$ cat config.mk
export PLATFORM = sky130hd
export DESIGN_NAME = reg_bank_wb
export DESIGN_NICKNAME = d
export VERILOG_FILES = /design/src/rtl/reg_bank_wb.sv
export SDC_FILE = /design/constraint.sdc
export NUM_CORES = 2
export LEC_CHECK = 0
export ABC_AREA = 0
export BUFFER_PORTS_ARGS = -buffer_cell sky130_fd_sc_hd__buf_2
export CORE_MARGIN = 4
export CORE_UTILIZATION = 50
export CTS_CLUSTER_SIZE = 10
export DETAILED_ROUTE_END_ITERATION = 10
export PLACE_DENSITY = 0.68
export SETUP_SLACK_MARGIN = 0.02
export SYNTH_ARGS = -nofsm -noshare
export SYNTH_HDL_FRONTEND = slang
export SYNTH_SLANG_ARGS = --single-unit
$ cat constraint.sdc
create_clock -name clk -period 2.75 [get_ports clk]
set_input_delay 0.55 -clock clk [delete_from_list [all_inputs] [get_ports clk]]
set_output_delay 0.55 -clock clk [all_outputs]
set_load 0.05 [all_outputs]
$ cat src/rtl/reg_bank_wb.sv
// reg_bank_wb: 32x32 register bank with a one-entry write-back buffer and bypassing read ports
// Ports:
//   clk, reset (async, active-low)
//   reg_write, wr_addr, wr_data : write strobe, destination and data (captured into the buffer)
//   rs_addr/rs_data, rt_addr/rt_data : combinational read ports with buffer bypass
//   wr_pending : buffer holds an uncommitted write
module reg_bank_wb #(
  parameter logic [31:0] SP_INIT = 32'd227,
  parameter logic [31:0] RA_INIT = 32'd0
) (
  input  logic        clk,
  input  logic        reset,
  input  logic        reg_write,
  input  logic [4:0]  wr_addr,
  input  logic [31:0] wr_data,
  input  logic [4:0]  rs_addr,
  input  logic [4:0]  rt_addr,
  output logic [31:0] rs_data,
  output logic [31:0] rt_data,
  output logic        wr_pending
);
  logic [31:0] regs [32];
  logic [4:0]  buf_addr;
  logic [31:0] buf_data;
  logic        buf_valid;
  logic        cap;
  assign cap = reg_write && wr_addr != 5'd0;
  // buf_valid is never set for r0, so regs[0] keeps its reset value of zero
  always_ff @(posedge clk or negedge reset)
    if (!reset) begin
      for (int i = 0; i < 32; i++)
        regs[i] <= i == 29 ? SP_INIT : i == 31 ? RA_INIT : 32'd0;
      buf_valid <= 1'b0;
      buf_addr  <= 5'd0;
      buf_data  <= 32'd0;
    end else begin
      if (buf_valid) regs[buf_addr] <= buf_data;
      buf_valid <= cap;
      if (cap) begin
        buf_addr <= wr_addr;
        buf_data <= wr_data;
      end
    end
  always_comb begin
    rs_data = rs_addr == 5'd0 ? 32'd0 : (buf_valid && buf_addr == rs_addr) ? buf_data : regs[rs_addr];
    rt_data = rt_addr == 5'd0 ? 32'd0 : (buf_valid && buf_addr == rt_addr) ? buf_data : regs[rt_addr];
  end
  assign wr_pending = buf_valid;
endmodule

==> flow_metrics.tcl <==
set metrics [dict create \
    clock_sinks 1062 \
    leakagePower_nw 30.3 \
    critPathSlowestCell "dfrtp_1" \
    drt-initial-drc-count 5043 \
    synth.distinct_cells 61 \
    drv_slew 0 \
    critPathMostFrequentCell "buf_6" \
    wl_um 197000 \
    areaGrowthSynthToFinish_pct 20.2 \
    clkLatencyLatePin_ns 0.71 \
    cts_buffers 120 \
    worstSetupPathType "register to primary output" \
    ir_worst_vdd_v 0.000558 \
    routedWlPerCell_um 33.8 \
    die_area_sq_um 118000 \
    finalSetupViolations 64 \
    drive_gt1_share_pct 55.0 \
    min_path_type "primary input to register" \
    min_period_over_period_pct 124 \
    nFillCells 8370 \
    io_pins 115 \
    period_needed_ns 3.40 \
    hold_viol 0 \
    clockBufferDepth 3 \
    relSlewSlack_pct 35.7 \
    port_buffers 114 \
    slowest_delay_ns 0.39 \
    num_vias 40000 \
    synth_edf_count 0 \
    setup_tns_ns -31.12 \
    cts_tree "yes" \
    crit_chain "xnor2_1, nand4_1, buf_6, buf_6, o211ai_1, buf_4, buf_6, a21oi_1, a211o_2, buf_12" \
    violations "setup timing" \
    dp_hpwl_um 124000 \
    synth.most_common_cell "dfrtp_1" \
    via_per_inst 6.89 \
    drt_pass1_iterations 5 \
    postLayoutCellArea_sq_um 67800 \
    grt_overflow 0 \
    synth_seq_cells 1062 \
    start_util_pct 50.7 \
    synth_area_leaders "dfrtp_1, mux2_2, mux4_2" \
    antenna_found_initial 2 \
    avgSynthCellArea_sq_um 14.4 \
    root_buffer "clkbuf_16" \
    crit_fanout 5 \
    synth.top_cell.area_share_pct 46.9 \
    core-area_sq_um 111000 \
    synth-async-reset-ratio_pct 100 \
    yosysTopAreaCell "dfrtp_1" \
    powerDensity_nw_per_um2 758 \
    core.rowCount 122 \
    start_kind "register" \
    synth_ff_type "dfrtp_1" \
    tightest_slew_ns 0.962 \
    die_w_um 344 \
    synth_area_sq_um 56400 \
    rsz0062_at_grt "true" \
    grt_usage_pct 33.2 \
    finalHoldWorstSlack_ns 0.0292 \
    cap_viol_max_count 0 \
    gp_congestion 0.875 \
    skew_ns 0.0266 \
    grt_pass1_vias 40600 \
    cp-end-kind "primary output" \
    fmax_mhz 294 \
    grt_pass1_wl_um 285000 \
    nets 4315 \
    total_power_mw 51.4 \
    required_ns 2.20 \
    fp.dieH_um 344 \
    arrival_ns 2.85 \
    layout_setup_ws_ns -0.651 \
    h-tree-depth 3 \
    clk_pin_slew_worst_paths_ns 0.06 \
    drtAntennaViolNets 0 \
    grt_max_degree 150 \
    synth_nets 3978 \
    yosysWarnings 0 \
    synthTopCellsByCount "dfrtp_1, mux2_2, mux4_2" \
    synthCells 3928 \
    place_area_sq_um 63400 \
    yosysSeqAreaShare_pct 47.1 \
    outcome "finished with violations" \
    drc 0 \
]
-- critical path: cells and delay by family (launching register included) --
kind	cells	cell delay [ns]
xor+xnor	1	0.16
compound gates	3	0.60
flops	1	0.39
simple gates	1	0.13
buf+inv	5	0.84
-- timing repair --
| action | 4_1_cts | 5_1_grt |
|---|---|---|
| cloned | 4 | 2 |
| pin swaps | 27 | 24 |
| hold endpoints to repair | 14 | 0 |
| setup buffers | 10 | 8 |
| endpoints found under the setup margin | 64 | 64 |
| hold buffers | 4 | 0 |
| resized for setup | 118 | 44 |
-- per-layer routing --
| layer | part of all wire [%] | vias to the layer above | routed length, um | GRT usage [%] |
|---|---|---|---|---|
| met3 | 11 | 537 | 21800 | 8.71 |
| met2 | 45 | 2399 | 88300 | 49.8 |
| li1 | - | 15800 | - | - |
| met1 | 39 | 21300 | 76400 | 45.8 |
| met4 | 5.1 | 0 | 10100 | 15.0 |
| met5 | 0 | - | 0 | 0 |
-- power breakdown --
part           internal (mW)  switching (mW)  total, mW
clock                   8.33            6.28       14.6
sequential              19.7            3.16       22.9
combinational           8.16            5.71       13.9
-- registers in the layout, summed over array words and instances, names as in the netlist --
signal and count:
wr_pending 1, buf_addr 5, buf_data 32, regs 1024
-- final cells by class --
class	count	area [sq um]	share of cell area [%]
antenna	2	5.00	0.00738
clock buffer	168	3340	4.92
clock inverter	6	66.3	0.0978
inverter	5	18.8	0.0277
multi-input combinational	2450	28400	42.0
sequential	1062	26600	39.2
tap	1488	1860	2.75
timing repair buffer	626	7470	11.0
-- cell usage in the layout (no fill, tap or decap), drive strengths merged, types with 5 or more instances in the layout --
cell,instances
a211oi,53
nand3b,6
a2111oi,12
o221ai,35
inv,8
nor3b,5
nor4,15
nand2,201
mux2,1063
o211ai,9
a211o,15
xnor2,8
dfrtp,1057
nor3,7
a32o,31
mux2i,185
mux4,403
clkbuf,170
nor2b,23
o21ai,29
dfstp,5
nor2,54
a21oi,66
buf,620
o221a,10
a22oi,122
o22ai,57
-- path summary, 6_finish.rpt --
check | endpoint | slack [ns] | cells after the start | from
max | rt_data[0] | -0.65 | 10 | buf_addr[1]
min | buf_data[17] | 0.03 | 3 | wr_data[17]
max reg2reg | regs[891] | 0.09 | 5 | buf_addr[0]
min reg2reg | buf_data[12] | 0.48 | 2 | buf_data[12]
max in group asynchronous | regs[897] | 1.26 | 3 | reset
min in group asynchronous | regs[478] | 0.31 | 2 | reset
-- per-stage QoR --
stage | utilization [%] | worst slack (ns) | std cells
final | 60.9 | -0.651 | 5807
after global routing | 60.9 | -0.750 | 5807
after CTS | 60.7 | -0.770 | 5797
after detailed placement | 57.0 | -0.518 | 5606
after global placement | 57.0 | -0.531 | 5606
after floorplan | - | -0.0686 | 3928
-- logic make-up after synthesis --
logic type | after synthesis | share of synthesized area (%)
xor gates and xnor gates | 10 | 0.155
buffers and inverters | 417 | 3.55
muxes | 1651 | 40.6
AOI/OAI and AO/OA | 456 | 5.95
and+or+nand+nor | 332 | 2.61
DFF | 1062 | 47.1
(Power assumes the default switching activity.)
